<file path="src/rtl/scrambler_datapath_3_if.sv">
// Stream bundle for scrambler_datapath_3.
//   s_valid/s_data/s_ready : input word stream (producer -> scrambler)
//   m_valid/m_data/m_last/m_ready : scrambled word stream (scrambler -> consumer)
// Modports:
//   master : the side that produces s_* words and consumes m_* words
//   slave  : the scrambler itself
interface scrambler_datapath_3_if #(
    parameter int unsigned DATA_W = 13
);
    logic              s_valid;
    logic [DATA_W-1:0] s_data;
    logic              s_ready;
    logic              m_valid;
    logic [DATA_W-1:0] m_data;
    logic              m_last;
    logic              m_ready;

    modport master (
        output s_valid, s_data, m_ready,
        input  s_ready, m_valid, m_data, m_last
    );

    modport slave (
        input  s_valid, s_data, m_ready,
        output s_ready, m_valid, m_data, m_last
    );
endinterface

</file>
<file path="src/rtl/scrambler_datapath_3.sv">
// Frame-oriented stream scrambler. Each accepted DATA_W-bit word is XORed
// with the MSB-aligned top DATA_W bits of an external multi-step LFSR state,
// and the LFSR is told to advance once per accepted word.
// Optional feature macro: SCRAMBLER_BYPASS_EN (adds 'bypass' input; when set
// with start, words pass unmodified and the LFSR is never advanced).
// Ports:
//   clk, rst     : clock, asynchronous active-high reset
//   start        : frame start pulse, honoured only in IDLE
//   frame_len    : frame length in words, sampled with start
//   lfsr_state   : registered LFSR state providing keystream
//   lfsr_enable  : combinational, advance LFSR on this edge
//   busy         : frame in progress (RUN/DRAIN)
//   done         : one-cycle pulse at frame completion
//   strm         : stream bundle (slave modport)
//   bypass       : (SCRAMBLER_BYPASS_EN only) pass-through for the frame
module scrambler_datapath_3 #(
    parameter int unsigned POLY_WIDTH = 347,
    parameter int unsigned DATA_W     = 13,
    parameter int unsigned LEN_W      = 16
) (
    input  logic                  clk,
    input  logic                  rst,
    input  logic                  start,
    input  logic [LEN_W-1:0]      frame_len,
    input  logic [POLY_WIDTH-1:0] lfsr_state,
`ifdef SCRAMBLER_BYPASS_EN
    input  logic                  bypass,
`endif
    output logic                  lfsr_enable,
    output logic                  busy,
    output logic                  done,
    scrambler_datapath_3_if.slave strm
);

    typedef enum logic [1:0] {
        ST_IDLE  = 2'd0,
        ST_RUN   = 2'd1,
        ST_DRAIN = 2'd2
    } state_t;

    state_t              state_q, state_d;
    logic [LEN_W-1:0]    remaining_q, remaining_d;
    logic                done_d;
    logic                bypass_q;
    logic                s_ready_c;
    logic                accept_c;
    logic [DATA_W-1:0]   keystream_c;
    logic                m_valid_q;
    logic [DATA_W-1:0]   m_data_q;
    logic                m_last_q;

    // Only the top DATA_W bits of the LFSR state feed the keystream.
    logic lfsr_low_unused;
    assign lfsr_low_unused = ^lfsr_state[POLY_WIDTH-DATA_W-1:0];

`ifdef SCRAMBLER_BYPASS_EN
    // Bypass mode is latched at frame start and held for the whole frame.
    always_ff @(posedge clk or posedge rst) begin
        if (rst) begin
            bypass_q <= 1'b0;
        end else if (state_q == ST_IDLE && start && frame_len != '0) begin
            bypass_q <= bypass;
        end
    end
`else
    assign bypass_q = 1'b0;
`endif

    // Handshake, keystream selection and LFSR advance.
    always_comb begin
        s_ready_c   = (state_q == ST_RUN) & (~m_valid_q | strm.m_ready);
        accept_c    = strm.s_valid & s_ready_c;
        keystream_c = bypass_q ? '0 : lfsr_state[POLY_WIDTH-1 -: DATA_W];
        lfsr_enable = accept_c & ~bypass_q;
    end

    // Next-state and frame counter logic.
    always_comb begin
        state_d     = state_q;
        remaining_d = remaining_q;
        done_d      = 1'b0;
        unique case (state_q)
            ST_IDLE: begin
                if (start) begin
                    if (frame_len != '0) begin
                        state_d     = ST_RUN;
                        remaining_d = frame_len;
                    end else begin
                        done_d = 1'b1;
                    end
                end
            end
            ST_RUN: begin
                if (accept_c) begin
                    remaining_d = remaining_q - LEN_W'(1);
                    if (remaining_q == LEN_W'(1)) begin
                        state_d = ST_DRAIN;
                    end
                end
            end
            ST_DRAIN: begin
                if (m_valid_q && strm.m_ready && m_last_q) begin
                    state_d = ST_IDLE;
                    done_d  = 1'b1;
                end
            end
            default: begin
                state_d = ST_IDLE;
            end
        endcase
    end

    // State register; busy is registered from the next state so it tracks state_q.
    always_ff @(posedge clk or posedge rst) begin
        if (rst) begin
            state_q     <= ST_IDLE;
            remaining_q <= '0;
            done        <= 1'b0;
            busy        <= 1'b0;
        end else begin
            state_q     <= state_d;
            remaining_q <= remaining_d;
            done        <= done_d;
            busy        <= (state_d != ST_IDLE);
        end
    end

    // Output register stage: loads on accept, otherwise holds until taken.
    always_ff @(posedge clk or posedge rst) begin
        if (rst) begin
            m_valid_q <= 1'b0;
            m_data_q  <= '0;
            m_last_q  <= 1'b0;
        end else if (accept_c) begin
            m_valid_q <= 1'b1;
            m_data_q  <= strm.s_data ^ keystream_c;
            m_last_q  <= (remaining_q == LEN_W'(1));
        end else if (m_valid_q && strm.m_ready) begin
            m_valid_q <= 1'b0;
        end
    end

    assign strm.s_ready = s_ready_c;
    assign strm.m_valid = m_valid_q;
    assign strm.m_data  = m_data_q;
    assign strm.m_last  = m_last_q;

endmodule

</file>
<file path="src/flat_wrapper.sv">
// flat-port wrapper written by rule: the top's interface ports become plain ports
module scrambler_datapath_3_flat 
#(
    parameter int unsigned POLY_WIDTH = 347,
    parameter int unsigned DATA_W     = 13,
    parameter int unsigned LEN_W      = 16
)
  (clk, rst, start, frame_len, lfsr_state, lfsr_enable, busy, done, strm_s_valid, strm_s_data, strm_m_ready, strm_s_ready, strm_m_valid, strm_m_data, strm_m_last);
  scrambler_datapath_3_if #(.DATA_W(DATA_W)) strm_i ();
  input  logic clk;
  input  logic rst;
  input  logic start;
  input  logic [LEN_W-1:0] frame_len;
  input  logic [POLY_WIDTH-1:0] lfsr_state;
  output logic lfsr_enable;
  output logic busy;
  output logic done;
  input wire logic [$bits(strm_i.s_valid)-1:0] strm_s_valid;
  input wire logic [$bits(strm_i.s_data)-1:0] strm_s_data;
  input wire logic [$bits(strm_i.m_ready)-1:0] strm_m_ready;
  output wire logic [$bits(strm_i.s_ready)-1:0] strm_s_ready;
  output wire logic [$bits(strm_i.m_valid)-1:0] strm_m_valid;
  output wire logic [$bits(strm_i.m_data)-1:0] strm_m_data;
  output wire logic [$bits(strm_i.m_last)-1:0] strm_m_last;
  assign strm_i.s_valid = strm_s_valid;
  assign strm_i.s_data = strm_s_data;
  assign strm_i.m_ready = strm_m_ready;
  assign strm_s_ready = strm_i.s_ready;
  assign strm_m_valid = strm_i.m_valid;
  assign strm_m_data = strm_i.m_data;
  assign strm_m_last = strm_i.m_last;
  scrambler_datapath_3 #(.POLY_WIDTH(POLY_WIDTH), .DATA_W(DATA_W), .LEN_W(LEN_W)) u_core (.clk(clk), .rst(rst), .start(start), .frame_len(frame_len), .lfsr_state(lfsr_state), .lfsr_enable(lfsr_enable), .busy(busy), .done(done), .strm(strm_i));
endmodule
</file>
<file path="config.mk">
export PLATFORM = sky130hd
export DESIGN_NAME = scrambler_datapath_3_flat
export DESIGN_NICKNAME = d
export VERILOG_FILES = /design/src/rtl/scrambler_datapath_3_if.sv /design/src/rtl/scrambler_datapath_3.sv /design/src/flat_wrapper.sv
export SDC_FILE = /design/constraint.sdc
export NUM_CORES = 1
export LEC_CHECK = 0
export ABC_AREA = 1
export ABC_CLOCK_PERIOD_IN_PS = 1600
export BUFFER_PORTS_ARGS = -buffer_cell sky130_fd_sc_hd__buf_2
export CAP_MARGIN = 5
export CORE_AREA = 3 3 155 157
export DETAILED_ROUTE_END_ITERATION = 10
export DIE_AREA = 0 0 158 160
export PLACE_DENSITY = 0.39
export SLEW_MARGIN = 30
export SYNTH_ARGS = -nofsm -noshare
export SYNTH_HDL_FRONTEND = slang
export SYNTH_SLANG_ARGS = --single-unit
</file>
<file path="constraint.sdc">
create_clock -name clk -period 1.6 [get_ports clk]
set_input_delay 0.32 -clock clk [delete_from_list [all_inputs] [get_ports clk]]
set_output_delay 0.32 -clock clk [all_outputs]
set_load 0.05 [all_outputs]
</file>
Yosys cells after proc, flatten, opt, wreduce, memory -nomap -nowiden
Cells that the tools add are included.
{ "classes": {"n_mul": 0, "order_cmp": 0, "bitwise_logic": 5, "muxes": 16, "shift": 0, "reduce_logical": 8, "div_mod_pow": 0, "addsub": 1, "n_eq_ne": 6} }
{ "op_table": {"columns": ["operator", "n"], "rows": [
  ["$mux W16", 3],
  ["$pmux W16 S2", 1],
  ["$eq A16 B1 Y1 const B", 1],
  ["$reduce_bool A16 Y1", 1],
  ["$sub A16 B1 Y16 const B", 1],
  ["$xor A13 B13 Y13", 1],
  ["$mux W2", 5],
  ["$pmux W2 S3", 1],
  ["$reduce_bool A2 Y1", 3],
  ["$mux W1", 5],
  ["$ne A2 B2 Y1 const B", 2],
  ["$reduce_and A4 Y1", 1],
  ["$and A1 B1 Y1", 2],
  ["$eq A2 B1 Y1 const B", 1],
  ["$eq A2 B2 Y1 const B", 1],
  ["$logic_and A1 B1 Y1", 2],
  ["$logic_not A2 Y1", 1],
  ["$ne A2 B1 Y1 const B", 1],
  ["$pmux W1 S2", 1],
  ["$not A1 Y1", 1],
  ["$or A1 B1 Y1", 1]
]} }
{ "word_totals": {"n_memories": 0, "latch_bits": 0, "register_bits": 35, "ramBits": 0, "inputBits": 381, "romBits": 0} }

Longest topological paths before layout
Gate-level depths: netlist of the first run.
{ "logic_depth": {"ltp_word": 7, "depth_mapped": 10} }

Worst setup path after synthesis of the first run
Ideal clock, no wire load.
{ "synth_timing": {"path_type": "flip-flop to flip-flop", "startpoint": "register u_core.m_valid_q, in the netlist u_core.strm.m_valid", "endpoint": "register u_core.busy", "path_stages_with_launch": 10, "required_ps": 1475, "slack_ps": -304, "t_arrival_ps": 1779, "period_less_slack_ps": 1904, "path_buffers": 1, "path_cell_list": "dfrtp_1 inv_1 nor2_1 nor2_4 nand2_4 buf_6 inv_2 nand3_2 nand3_1 nand3_1"} }
{ "synth_via": {"elab_chain_cells": 7} }
{ "synth_rtl": {"columns": ["element", "line", "source"], "rows": [
  ["start, declared", "scrambler_datapath_3.sv:48", "logic m_valid_q;"],
  ["start signal, assigned", "scrambler_datapath_3.sv:131", "m_valid_q <= 1'b0;"],
  ["start signal, assigned", "scrambler_datapath_3.sv:135", "m_valid_q <= 1'b1;"],
  ["start signal, assigned", "scrambler_datapath_3.sv:139", "m_valid_q <= 1'b0;"],
  ["$not A1 Y1", "scrambler_datapath_3.sv:71", "s_ready_c = (state_q == ST_RUN) & (~m_valid_q | strm.m_ready);"],
  ["$or A1 B1 Y1", "scrambler_datapath_3.sv:71", null],
  ["$and A1 B1 Y1", "scrambler_datapath_3.sv:71", null],
  ["net strm_s_ready", "flat_wrapper.sv:21", "output wire logic [$bits(strm_i.s_ready)-1:0] strm_s_ready;"],
  ["$and A1 B1 Y1", "scrambler_datapath_3.sv:72", "accept_c = strm.s_valid & s_ready_c;"],
  ["net lfsr_enable", "flat_wrapper.sv:15", "output logic lfsr_enable;"],
  ["$mux W2", "scrambler_datapath_3.sv:94", "if (accept_c) begin"],
  ["$pmux W2 S3", "scrambler_datapath_3.sv:82", "unique case (state_q)"],
  ["$reduce_bool A2 Y1", "scrambler_datapath_3.sv:124", "busy <= (state_d != ST_IDLE);"],
  ["end signal, assigned", "scrambler_datapath_3.sv:124", null],
  ["end, declared", "scrambler_datapath_3.sv:30", "output logic busy,"]
]} }
The timed path passes the listed nets, and every way through them passes these cells.
A chain may end at the register's enable or synchronous reset.

Worst setup path in the final report of the first run
{ "layout_timing": {"startpoint": "register u_core.m_valid_q, in the netlist u_core.strm.m_valid", "endpoint": "output lfsr_enable"} }
{ "layout_via": {"elab_chain_cells": 4} }
{ "layout_rtl": {"columns": ["element", "line"], "rows": [
  ["$not A1 Y1", "scrambler_datapath_3.sv:71"],
  ["$or A1 B1 Y1", "scrambler_datapath_3.sv:71"],
  ["$and A1 B1 Y1", "scrambler_datapath_3.sv:71"],
  ["$and A1 B1 Y1", "scrambler_datapath_3.sv:72"],
  ["end, declared", "flat_wrapper.sv:15"]
]} }
Every way passes these cells.

==> flow_metrics.tcl, run 1 <==
set metrics [dict create \
    status "finished clean" \
    dp_hpwl_microns 5330 \
    fin_area_sq_mm 0.00319 \
    ys_seq_area_frac 0.407 \
    cts_buffers 5 \
    total_leakage_power_nw 1.53 \
    min_period_ns 1.52 \
    post-route-util 0.141 \
    ys.flop_type "dfrtp_1" \
    worstSetupPathType "flip-flop to output port" \
    synth_top_area_share 0.407 \
    synth.net_count 690 \
    drt-pass1-iter-count 4 \
    slew_viol_final 0 \
    whs_ns 0.0748 \
    critPathMaxFanout 3 \
    fin_skew_ns 0.00925 \
    synth_cell_types 26 \
    wirelength_microns 6840 \
    drv_cap 0 \
    overflow 0 \
    initial_core_util 0.0949 \
    power_frac_comb 0.556 \
    antenna_left 0 \
    io-pin-count 400 \
    root_buffer "clkbuf_16" \
    fmax_mhz 658 \
    grt_first_pass_wirelength_microns 11400 \
    async_flop_share 1.00 \
    synth-edff-count 0 \
    netlist_top_cells_count "113 x nand2_1, 45 x nor2_1, 35 x dfrtp_1" \
    yosys-top-cells-area "dfrtp_1 41%, nand2_1 20%, nor2_1 7.9%" \
    p_seq_frac 0.266 \
    power.total_w 0.00602 \
    vias 2103 \
    required_ns 1.28 \
    ir_drop_mv 0.770 \
    tightest_slew_ns 0.273 \
    postSynthAreaPerCell_sq_um 7.00 \
    clock_sinks 35 \
    reg2reg_slack_ns 0.11 \
    syn_inst 307 \
    placed_area_sq_mm 0.00297 \
    place_congestion 0.724 \
    arrival_ns 1.20 \
    syn_to_final_growth_pct 48.4 \
    p_int_w 0.00308 \
    fin_nets 777 \
    power.density_mw_per_mm2 1890 \
    grt_max_degree 36 \
    synth.largest_area_cell "dfrtp_1" \
    cts_buffer_depth 2 \
    hp-class "input port to async pin" \
    htree_levels 2 \
    clk_pin_slew_ns 0.06 \
    p_clk_frac 0.179 \
    maxSlewHeadroom 0.818 \
    synth-warning-count 0 \
    ys_ff_latch 35 \
    grt_pass1_vias 2269 \
    rows 55 \
    critPathLaunchType "flip-flop" \
    finalHoldViolCount 0 \
    cts_tree "done" \
    setup_violations 0 \
    die_h_microns 160 \
    route.detailed.drc 0 \
    die-width_microns 158 \
    wl_per_cell_microns 10.1 \
    power.share.switching 0.488 \
    drt_iter0_markers 48 \
    switching_power_w 0.00293 \
    post-place-ws_ns 0.0765 \
    setup_ws_ns 0.0794 \
    portBuffers 65 \
    fin_crit_sh 0.950 \
    grt.total_usage 0.0566 \
    vias_per_cell 3.09 \
    grt_setup_unrepaired "no" \
    antenna_cells 0 \
    dieArea_sq_mm 0.0253 \
    cp-end-kind "output port" \
    synthesis.area_sq_mm 0.00215 \
    layout-drive-gt1-share 0.299 \
    core_area_sq_mm 0.0226 \
    antenna_found_initial 0 \
    clock_latency_ns 0.28 \
    fillCellCount 2562 \
    synth_most_common_cell "nand2_1" \
]
per-layer routing:
metal	routed length, microns	global-route usage
met1	3360	0.0737
met2	2940	0.0902
met3	431	0.0149
met4	99	0.0199
met5	0	0
final timing paths:
path	from	to	cells past startpoint
max in group asynchronous	rst	u_core.state_q[0]$_DFF_PP0_	3
setup / recovery	u_core.strm.m_valid$_DFFE_PP0P_	lfsr_enable	6
hold reg to reg	u_core.strm.m_data[6]$_DFFE_PP0P_	u_core.strm.m_data[6]$_DFFE_PP0P_	2
hold / removal	rst	u_core.strm.m_data[10]$_DFFE_PP0P_	3
min in group clk	strm_m_ready	u_core.strm.m_valid$_DFFE_PP0P_	2
setup reg to reg	u_core.strm.m_valid$_DFFE_PP0P_	u_core.remaining_q[14]$_DFFE_PP0P_	11
cell type report:
class	count	area (sq um)	area share
Sequential cell	35	878	0.275
Clock inverter	1	7.51	0.00235
Tap cell	285	357	0.112
Multi-Input combinational cell	238	1140	0.359
Inverter	26	110	0.0345
Clock buffer	7	153	0.0479
Timing Repair Buffer	88	541	0.169
kinds of logic (layout without fill, tap and decap cells):
logic type,Yosys count,in the layout,share of synthesized area
simple gates,193,193,0.380
compound gates,30,30,0.0733
xor+xnor,13,13,0.0530
fa+ha+maj,2,2,0.0116
buf+inv,34,122,0.0745
flops,35,35,0.407
through the flow:
stage,setup TNS (ns),cells
finish,0,680
global placement,0,668
detailed placement,0,668
CTS,0,679
global route,0,680
floorplan,-0.144,307
flip-flops by register name, indices dropped and copies added, names as in the netlist:
signal and count:
u_core.strm.m_data 13, u_core.remaining_q 16, u_core.strm.m_valid 1, u_core.state_q 2
u_core.done 1, u_core.busy 1, u_core.strm.m_last 1
worst max-delay path, stage by stage, from the launching register on:
cell and delay (ns):
dfrtp_2 0.42, inv_2 0.06, nor2_2 0.04, nor2_4 0.13, nand2_4 0.08, inv_8 0.06, buf_12 0.12
cell usage in the layout (no fill, tap or decap), drive strengths merged:
cell type  count
nor3           1
nand2        117
nand3b         2
clkbuf         8
dfrtp         35
a21oi          1
inv           25
ha             2
o21bai         1
buf           87
nor2          48
nand3         25
clkinv         1
o21ai         27
xnor2         13
o22ai          1
clkinvlp       1
repair_timing:
action,4_1_cts,5_1_grt
hold buffers,0,0
resized for setup,5,7
pin swaps,2,3
endpoints found under the setup margin,2,8
setup buffers,3,1
power groups by stage:
stage | registers, W | clock network (W) | logic (W)
6_report | 0.00160 | 0.00107 | 0.00334
5_1_grt | 0.00166 | 0.00114 | 0.00377
4_1_cts | 0.00160 | 0.00112 | 0.00335
3_5_place_dp | 0.00160 | 0 | 0.00329
3_3_place_gp | 0.00161 | 0 | 0.00328
2_1_floorplan | 0.00218 | 0 | 0.00170
(Power assumes the default switching activity.)
==> inputs of run 2 (changes only) <==
--- a/config.mk
+++ b/config.mk
@@ -12,7 +12,7 @@
 export CORE_AREA = 3 3 155 157
 export DETAILED_ROUTE_END_ITERATION = 10
 export DIE_AREA = 0 0 158 160
-export PLACE_DENSITY = 0.39
+export PLACE_DENSITY = 0.32
 export SLEW_MARGIN = 30
 export SYNTH_ARGS = -nofsm -noshare
 export SYNTH_HDL_FRONTEND = slang
==> run 2 against run 1 <==
Compared with the run above: largest cell class unchanged; final cell count down 0.15%; sequential cell count unchanged; core utilization down 0.066 points; combinational power about the same; critical path type unchanged; sequential share of layout area up 0.13 points; highest routed layer is now met5.
==> flow_metrics.tcl, run 2 (synthesis gave the netlist of run 1 again) <==
set metrics [dict create \
    status "finished clean" \
    power.share.switching 0.494 \
    maxSlewHeadroom 0.651 \
    critPathLaunchType "flip-flop" \
    portBuffers 65 \
    critPathMaxFanout 5 \
    worstSetupPathType "flip-flop to output port" \
    finalHoldViolCount 0 \
    cts_buffers 5 \
    p_clk_frac 0.176 \
    clk_pin_slew_ns 0.06 \
    die-width_microns 158 \
    place_congestion 0.709 \
    p_int_w 0.00303 \
    power_frac_comb 0.553 \
    setup_tns_ns 0 \
    crit_buf_inv 1 \
    cp_top_family "flip-flops" \
    initial_core_util 0.0949 \
    crit_chain "nand2_4 > nor2_4 > buf_2" \
    reg2reg_slack_ns 0.13 \
    drv_cap 0 \
    drt_iter0_markers 47 \
    fmax_mhz 656 \
    grt.total_usage 0.0568 \
    final_cell_mix "111 x nand2_1, 64 x buf_2, 40 x nor2_1" \
    vias 2192 \
    htree_levels 2 \
    fin_crit_sh 0.953 \
    grt_first_pass_wirelength_microns 11300 \
    grt_pass1_vias 2146 \
    route.detailed.drc 0 \
    root_buffer "clkbuf_16" \
    required_ns 1.28 \
    rr_worst_depth 10 \
    antenna_found_initial 3 \
    layout_commonest_cell "nand2_1" \
    dp_hpwl_microns 5380 \
    clock_latency_ns 0.28 \
    min_period_ns 1.52 \
    grt_max_degree 36 \
    p_seq_frac 0.271 \
    fillCellCount 2608 \
    antenna_left 0 \
    ir_drop_mv 0.742 \
    power.density_mw_per_mm2 1890 \
    fin_nets 776 \
    dpl.cell_count 665 \
    placed_area_sq_mm 0.00293 \
    vias_per_cell 3.23 \
    largest_reg_flops 16 \
    grt_setup_unrepaired "no" \
    cts_tree "done" \
    largest_register "u_core.remaining_q" \
    drt-pass1-iter-count 4 \
    antenna_cells 0 \
    max_stage_delay_ns 0.45 \
    arrival_ns 1.20 \
    layout-drive-gt1-share 0.305 \
    core_area_sq_mm 0.0226 \
    cp-end-kind "output port" \
    setup_violations 0 \
    multi_input_area_sq_mm 0.00117 \
    overflow 0 \
    layout.cells.non_filler 679 \
    regArea_sq_um 878 \
    hp-class "input port to async pin" \
    io-pin-count 400 \
    cts_buffer_depth 2 \
    wl_per_cell_microns 10.3 \
    critPathSlowestCell "dfrtp_2" \
    die_h_microns 160 \
    switching_power_w 0.00296 \
    wirelength_microns 6980 \
    fin_area_sq_mm 0.00317 \
    dieArea_sq_mm 0.0253 \
    r2r-end "u_core.remaining_q[15]$_DFFE_PP0P_" \
    clock_sinks 35 \
    total_leakage_power_nw 1.52 \
    rows 55 \
    slew_viol_final 0 \
    fin_skew_ns 0.00663 \
    syn_to_final_growth_pct 47.7 \
    tightest_slew_ns 0.523 \
    reg2reg_from "u_core.state_q[0]$_DFF_PP0_" \
]
[run 2: area by class of cell]
class | count | share of cell area
clock buffers | 8 | 0.0493
inverters | 26 | 0.0347
multi-input cells | 239 | 0.368
flip-flops and latches | 35 | 0.277
well taps | 285 | 0.112
repair buffers | 86 | 0.159
[run 2: worst max-delay path by stage]
| stage | from | endpoint | slack (ns) | depth (start not counted) |
|---|---|---|---|---|
| 5_1_grt | u_core.state_q[1]$_DFF_PP0_ | u_core.remaining_q[8]$_DFFE_PP0P_ | 0.0007 | 11 |
| 3_5_place_dp | frame_len[7] | u_core.remaining_q[14]$_DFFE_PP0P_ | 0.11 | 10 |
| 4_1_cts | u_core.state_q[1]$_DFF_PP0_ | lfsr_enable | 0.02 | 6 |
| 2_1_floorplan | u_core.strm.m_valid$_DFFE_PP0P_ | u_core.busy$_DFF_PP0_ | -0.04 | 9 |
| 6_report | u_core.state_q[0]$_DFF_PP0_ | strm_s_ready | 0.08 | 3 |
| 3_3_place_gp | frame_len[7] | u_core.remaining_q[14]$_DFFE_PP0P_ | 0.1 | 10 |
[run 2: power groups by stage]
stage | sequential (W) | clock, W | combinational (W)
2_1_floorplan | 0.00218 | 0 | 0.00170
3_3_place_gp | 0.00161 | 0 | 0.00322
3_5_place_dp | 0.00161 | 0 | 0.00322
4_1_cts | 0.00161 | 0.00112 | 0.00326
5_1_grt | 0.00170 | 0.00115 | 0.00375
6_report | 0.00162 | 0.00106 | 0.00332
[run 2: metrics by stage]
step | total power [W] | util | setup WS [ns] | hold slack [ns]
floorplan | 0.00388 | - | -0.0436 | 0.413
global placement | 0.00483 | 0.129 | 0.0999 | 0.464
detailed placement | 0.00483 | 0.129 | 0.114 | 0.472
CTS | 0.00599 | 0.138 | 0.0183 | 0.178
global route | 0.00660 | 0.140 | 0.000685 | 0.206
finish | 0.00600 | 0.140 | 0.0751 | 0.159
[run 2: what timing repair did]
action                                  CTS  global route
gates resized for setup                   6            11
hold buffers                              0             0
hold endpoints to repair                  0             0
endpoints found under the setup margin    2            19
pin swaps                                 2             3
cloned                                    0             1
setup buffers                             2             3
[run 2: layer usage]
metal | part of all wire | up-vias | GRT usage
met5 | 0.0049 | - | 0
met3 | 0.092 | 10 | 0.0257
met2 | 0.45 | 71 | 0.0853
met4 | 0.0086 | 6 | 0.0117
met1 | 0.45 | 975 | 0.0752
li1 | - | 1130 | -
[run 2: tightest hold or removal path: stages]
cell and delay (ns):
buf_2 0.09, inv_1 0.04, buf_4 0.43
